<file path="config.mk">
export PLATFORM = sky130hd
export DESIGN_NAME = seq_divider_flat
export DESIGN_NICKNAME = d
export VERILOG_FILES = /design/src/rtl/seq_divider_if.sv /design/src/rtl/seq_divider.sv /design/src/flat_wrapper.sv
export SDC_FILE = /design/constraint.sdc
export NUM_CORES = 1
export LEC_CHECK = 0
export CORE_ASPECT_RATIO = 0.75
export CORE_UTILIZATION = 54
export CTS_CLUSTER_DIAMETER = 100
export DETAILED_ROUTE_END_ITERATION = 7
export HOLD_SLACK_MARGIN = 0.02
export PLACE_DENSITY_LB_ADDON = 0.05
export SKIP_LAST_GASP = 1
export SLEW_MARGIN = 20
export SYNTH_ARGS = -nofsm -noshare
export SYNTH_HDL_FRONTEND = slang
export SYNTH_SLANG_ARGS = --single-unit
</file>
<file path="constraint.sdc">
create_clock -name clk -period 5.9 [get_ports clk]
set_clock_uncertainty 0.05 [all_clocks]
set_input_delay 1.18 -clock clk [delete_from_list [all_inputs] [get_ports clk]]
set_output_delay 1.18 -clock clk [all_outputs]
set_load 0.01 [all_outputs]
</file>
<file path="src/rtl/seq_divider_if.sv">
// Operand/result handshake bundle for seq_divider.
// The master modport is the side that supplies operands and consumes results.
interface seq_divider_if #(
    parameter int DW = 8,
    parameter int VW = 4
);
    logic          in_valid;
    logic          in_ready;
    logic [DW-1:0] dividend;
    logic [VW-1:0] divisor;
    logic          out_valid;
    logic          out_ready;
    logic [DW-1:0] quotient;
    logic [VW-1:0] remainder;
    logic          dz;

    modport master (
        output in_valid, dividend, divisor, out_ready,
        input  in_ready, out_valid, quotient, remainder, dz
    );

    modport slave (
        input  in_valid, dividend, divisor, out_ready,
        output in_ready, out_valid, quotient, remainder, dz
    );
endinterface

</file>
<file path="src/rtl/seq_divider.sv">
// Iterative restoring unsigned divider, one radix-2 step per clock.
// Results are held in dedicated registers so they stay stable outside DONE.
//
// state | meaning
// IDLE  | waiting for an operand pair, in_ready=1
// BUSY  | shifting/subtracting, one quotient bit per cycle
// DONE  | result presented, out_valid=1, waiting for out_ready
module seq_divider #(
    parameter int DW = 8,
    parameter int VW = 4
) (
    input  logic         clk,
    input  logic         rst_n,
    seq_divider_if.slave bus
);
    localparam int CW = (DW > 1) ? $clog2(DW) : 1;

    localparam logic [1:0] S_IDLE = 2'd0;
    localparam logic [1:0] S_BUSY = 2'd1;
    localparam logic [1:0] S_DONE = 2'd2;

    logic [1:0]    state;
    logic [VW-1:0] pr;
    logic [DW-1:0] q_sr;
    logic [VW-1:0] dvsr;
    logic [CW-1:0] cnt;
    logic [DW-1:0] quotient_r;
    logic [VW-1:0] remainder_r;
    logic          dz_r;

    logic [VW:0]   pr_shift;
    logic [VW-1:0] diff_lo;
    logic          fits;
    logic [VW-1:0] pr_next;
    logic [DW-1:0] q_next;

    // The stored remainder never exceeds VW bits; only the shifted value needs the extra bit.
    always_comb begin
        pr_shift = {pr, q_sr[DW-1]};
        fits     = (pr_shift >= {1'b0, dvsr});
        diff_lo  = pr_shift[VW-1:0] - dvsr;
        pr_next  = fits ? diff_lo : pr_shift[VW-1:0];
        q_next   = {q_sr[DW-2:0], fits};
    end

    always_ff @(posedge clk) begin
        if (!rst_n) begin
            state       <= S_IDLE;
            pr          <= '0;
            q_sr        <= '0;
            dvsr        <= '0;
            cnt         <= '0;
            quotient_r  <= '0;
            remainder_r <= '0;
            dz_r        <= 1'b0;
        end else begin
            case (state)
                S_IDLE: begin
                    if (bus.in_valid) begin
                        dvsr <= bus.divisor;
                        pr   <= '0;
                        q_sr <= bus.dividend;
                        cnt  <= '0;
                        if (bus.divisor == '0) begin
                            quotient_r  <= '1;
                            remainder_r <= bus.dividend[VW-1:0];
                            dz_r        <= 1'b1;
                            state       <= S_DONE;
                        end else begin
                            dz_r  <= 1'b0;
                            state <= S_BUSY;
                        end
                    end
                end
                S_BUSY: begin
                    pr   <= pr_next;
                    q_sr <= q_next;
                    cnt  <= cnt + CW'(1);
                    if (cnt == CW'(DW - 1)) begin
                        quotient_r  <= q_next;
                        remainder_r <= pr_next;
                        state       <= S_DONE;
                    end
                end
                S_DONE: begin
                    if (bus.out_ready) begin
                        state <= S_IDLE;
                    end
                end
                default: begin
                    state <= S_IDLE;
                end
            endcase
        end
    end

    assign bus.in_ready  = (state == S_IDLE);
    assign bus.out_valid = (state == S_DONE);
    assign bus.quotient  = quotient_r;
    assign bus.remainder = remainder_r;
    assign bus.dz        = dz_r;
endmodule

</file>
<file path="src/flat_wrapper.sv">
// flat-port wrapper written by rule: the top's interface ports become plain ports
module seq_divider_flat 
#(
    parameter int DW = 8,
    parameter int VW = 4
)
  (clk, rst_n, bus_in_valid, bus_dividend, bus_divisor, bus_out_ready, bus_in_ready, bus_out_valid, bus_quotient, bus_remainder, bus_dz);
  seq_divider_if #(.DW(DW), .VW(VW)) bus_i ();
  input  logic clk;
  input  logic rst_n;
  input wire logic [$bits(bus_i.in_valid)-1:0] bus_in_valid;
  input wire logic [$bits(bus_i.dividend)-1:0] bus_dividend;
  input wire logic [$bits(bus_i.divisor)-1:0] bus_divisor;
  input wire logic [$bits(bus_i.out_ready)-1:0] bus_out_ready;
  output wire logic [$bits(bus_i.in_ready)-1:0] bus_in_ready;
  output wire logic [$bits(bus_i.out_valid)-1:0] bus_out_valid;
  output wire logic [$bits(bus_i.quotient)-1:0] bus_quotient;
  output wire logic [$bits(bus_i.remainder)-1:0] bus_remainder;
  output wire logic [$bits(bus_i.dz)-1:0] bus_dz;
  assign bus_i.in_valid = bus_in_valid;
  assign bus_i.dividend = bus_dividend;
  assign bus_i.divisor = bus_divisor;
  assign bus_i.out_ready = bus_out_ready;
  assign bus_in_ready = bus_i.in_ready;
  assign bus_out_valid = bus_i.out_valid;
  assign bus_quotient = bus_i.quotient;
  assign bus_remainder = bus_i.remainder;
  assign bus_dz = bus_i.dz;
  seq_divider #(.DW(DW), .VW(VW)) u_core (.clk(clk), .rst_n(rst_n), .bus(bus_i));
endmodule
</file>
==> summary.md <==
| Metric | Value |
|---|---|
| Place WS | `~2.8 ns` |
| Number of register bits inferred by synthesis | `34` |
| Wire length of the first global-routing pass | `6.38 mm` |
| Layout overhead on the synthesized area | `28.3%` |
| Number of global-route vias before repair | `1374` |
| Overflow left after global routing | `0` |
| Number of setup buffers added after CTS | `0` |
| DIE WIDTH | `64.0 um` |
| Transition at the pin with the smallest max-transition slack | `0.794 ns` |
| Number of antenna violations at the first check in global routing | `0` |
| Routed WL per cell | `15.8 um` |
| Setup slack on the worst flop-to-flop path | `3.80 ns` |
| RSZ-0062 raised after global routing | `no` |
| Setup Viol. Count Final | `0` |
| Type of the most critical hold path | `reg -> reg` |
| I/O Pins | `31` |
| Number of distinct standard cells referenced by the synthesized netlist | `39` |
| DRT antenna net count | `0` |
| Post-detail-place hpwl | `2.63 mm` |
| Final critical-path required period | `2.85 ns` |
| Die outline area | `slightly above 3000 um2` |
| Setup crit end kind | `output pin` |
| Cell count after synthesis | `around 180` |
| P per Cell Area | `311 nW/um2` |
| Lkg Pwr | `0.745 nW` |
| Number of hold-repair buffers added at the cts stage | `0` |
| Post-CTS resize count | `0` |
| Critical Path Start Type | `flip-flop` |
| Number of I/O port buffers | `30` |
| Worst rel slew slack | `46.9%` |
| Clock tree root buffer cell | `clkbuf_8` |
| Number of standard-cell rows in the floorplan | `16` |
| Total number of yosys warnings | `0` |
| Number of buffers between clock root and the deepest sink | `2` |
| Pins Over Slew Limit | `0` |
| Data arrival time of the worst path | `1.62 ns` |
| Ratio of cells with drive above 1 in the final layout | `6.40%` |
| Initial cell density of the core | `58.1%` |
| Maximum level of the CTS H-tree | `2` |
| Highest net fanout along the worst path | `8` |
| Maximum achievable frequency | `351 MHz` |
| TritonCTS clock tree | `yes` |
| Aggregate routed wire length | `3.78 mm` |
| Clock sink count | `34` |
| Leading cell type in the layout, fill and taps excluded | `dfxtp_1` |
| Pin count of the biggest net entering global routing | `20` |
| Count of max-cap constraint violations | `0` |
| Placeable core area | `2680 um2` |
| Endpoint required time on the critical path | `4.67 ns` |
| Post-synthesis area per instance | `8.90 um2` |
| Primary flip-flop cell chosen by synthesis mapping | `dfxtp_1` |
| Crit path kind | `reg -> out` |
| Number of fill cells | `201` |
| Commonest cells after routing, fill and taps aside | `dfxtp_1, clkdlybuf4s50_1, nor2_1, nand2_1, a21oi_1` |
| Total Negative Setup Slacks | `0 ns` |
| Async set-or-reset flop fraction in the synthesized netlist | `0%` |
| DRC violation total after the first TritonRoute iteration | `95` |
| Synth Cell Area | `1560 um2` |
| Maximum resistive drop on vdd | `0.000223 V` |
| Period Utilization, post-route | `48.3%` |
| Number of nets in the synthesized netlist | `198` |
| Clock network latency to the later pin of the worst-skew pair | `roughly 0.29 ns` |
| Final weighted congestion of routability-driven global placement | `about 0.89` |
| Combined global-route utilization of all metal layers | `27.1%` |
| Via density per instance | `5.95` |
| Die Span Y | `48.5 um` |
| Final antenna diode count | `0` |
| Total instance count after detailed placement | `231` |
| Total Nets Final | `225` |
| DR DRC count | `0` |
| Number of flops mapped to enable cells by yosys | `0` |
| Vias after detailed routing | `1423` |
| Number of iterations in the first detailed-routing pass | `4` |
| Post-Layout Cell Count | `approximately 240` |
| Final hold violations | `0` |
| Final setup margin | `3.05 ns` |
| Clock slew seen by the registers of the worst setup and hold paths | `approximately 0.070 ns` |
| Outcome | `complete, no violations` |
| Number of CTS-inserted buffers | `5` |
| Sequential share of the synthesized area | `43.7%` |
==> registers in the layout, indices dropped and copies added, names as in the netlist <==
| register | cells |
|---|---|
| u_core.dvsr | 4 |
| u_core.q_sr | 8 |
| u_core.state | 2 |
| u_core.cnt | 3 |
| u_core.bus.remainder | 4 |
| u_core.bus.quotient | 8 |
| u_core.pr | 4 |
| u_core.bus.dz | 1 |
==> worst max-delay path: stages (launching register included) <==
cell	delay [ns]
dfxtp_1	0.51
nor2b_1	0.25
clkdlybuf4s50_1	0.57
==> synthesized netlist by cell type (all sizes together) (2+ instances only) <==
| master | instances | area [um2] |
|---|---|---|
| dfxtp | 34 | 681 |
| nor2 | 22 | 82.6 |
| nand2 | 19 | 71.3 |
| a21oi | 16 | 91.3 |
| o21ai | 10 | 50.1 |
| inv | 8 | 30.0 |
| o221a | 7 | 78.8 |
| buf | 6 | 36.3 |
| ha | 6 | 75.1 |
| clkbuf | 5 | 18.8 |
| a311oi | 4 | 35.0 |
| a31oi | 4 | 25.0 |
| nor3 | 4 | 20.0 |
| mux2i | 3 | 30.0 |
| nand3b | 3 | 26.3 |
| nor2b | 3 | 18.8 |
| a22oi | 2 | 15.0 |
| and2 | 2 | 12.5 |
| nand2b | 2 | 12.5 |
==> worst paths after layout <==
check,startpoint,to,cells past startpoint
max,u_core.state[1]$_SDFFE_PN0P_,bus_out_valid,2
min,u_core.cnt[0]$_SDFFE_PN0P_,u_core.cnt[0]$_SDFFE_PN0P_,1
max reg2reg,u_core.dvsr[1]$_SDFFE_PN0P_,u_core.bus.remainder[1]$_SDFFE_PN0P_,7
min reg2reg,u_core.cnt[0]$_SDFFE_PN0P_,u_core.cnt[0]$_SDFFE_PN0P_,1
==> report_power, final <==
part,internal [mW],switching [mW]
combinational,0.0450,0.0571
sequential,0.243,0.0112
clock,0.180,0.0854
==> layer usage <==
metal	wire (um)	GRT usage, %
met1	1660	33.8
met2	1740	43.1
met3	271	8.73
met4	106	11.4
met5	0	0
==> cells by family (layout without fill, tap and decap cells) <==
family,Yosys count,after routing,synth area share (%)
AO/OA/AOI/OAI,50,50,22.7
XOR/XNOR,1,1,0.562
adder cells (fa/ha/maj),7,7,6.10
buffers and inverters,19,47,5.46
flip-flops,34,34,43.7
multiplexers,4,4,2.65
AND/OR/NAND/NOR,60,60,18.9
==> metrics by stage <==
| step | power, mW | instance area, um2 | hold WS, ns | util, % |
|---|---|---|---|---|
| 2_1_floorplan | 0.325 | 1560 | 0.394 | - |
| 3_3_place_gp | 0.352 | 1860 | 0.405 | 69.2 |
| 3_5_place_dp | 0.357 | 1860 | 0.427 | 69.2 |
| 4_1_cts | 0.620 | 2000 | 0.443 | 74.5 |
| 5_1_grt | 0.644 | 2000 | 0.472 | 74.5 |
| 6_report | 0.622 | 2000 | 0.439 | 74.5 |
==> area by class of cell <==
type	instances	area [um2]	area share, %
Multi-Input combinational cell	122	792	39.6
Tap cell	36	45.0	2.25
Inverter	8	30.0	1.50
Clock buffer	6	82.6	4.13
Sequential cell	34	681	34.1
Timing Repair Buffer	31	308	15.4
Clock inverter	2	60.1	3.01
Power figures use the tool's default switching activity.
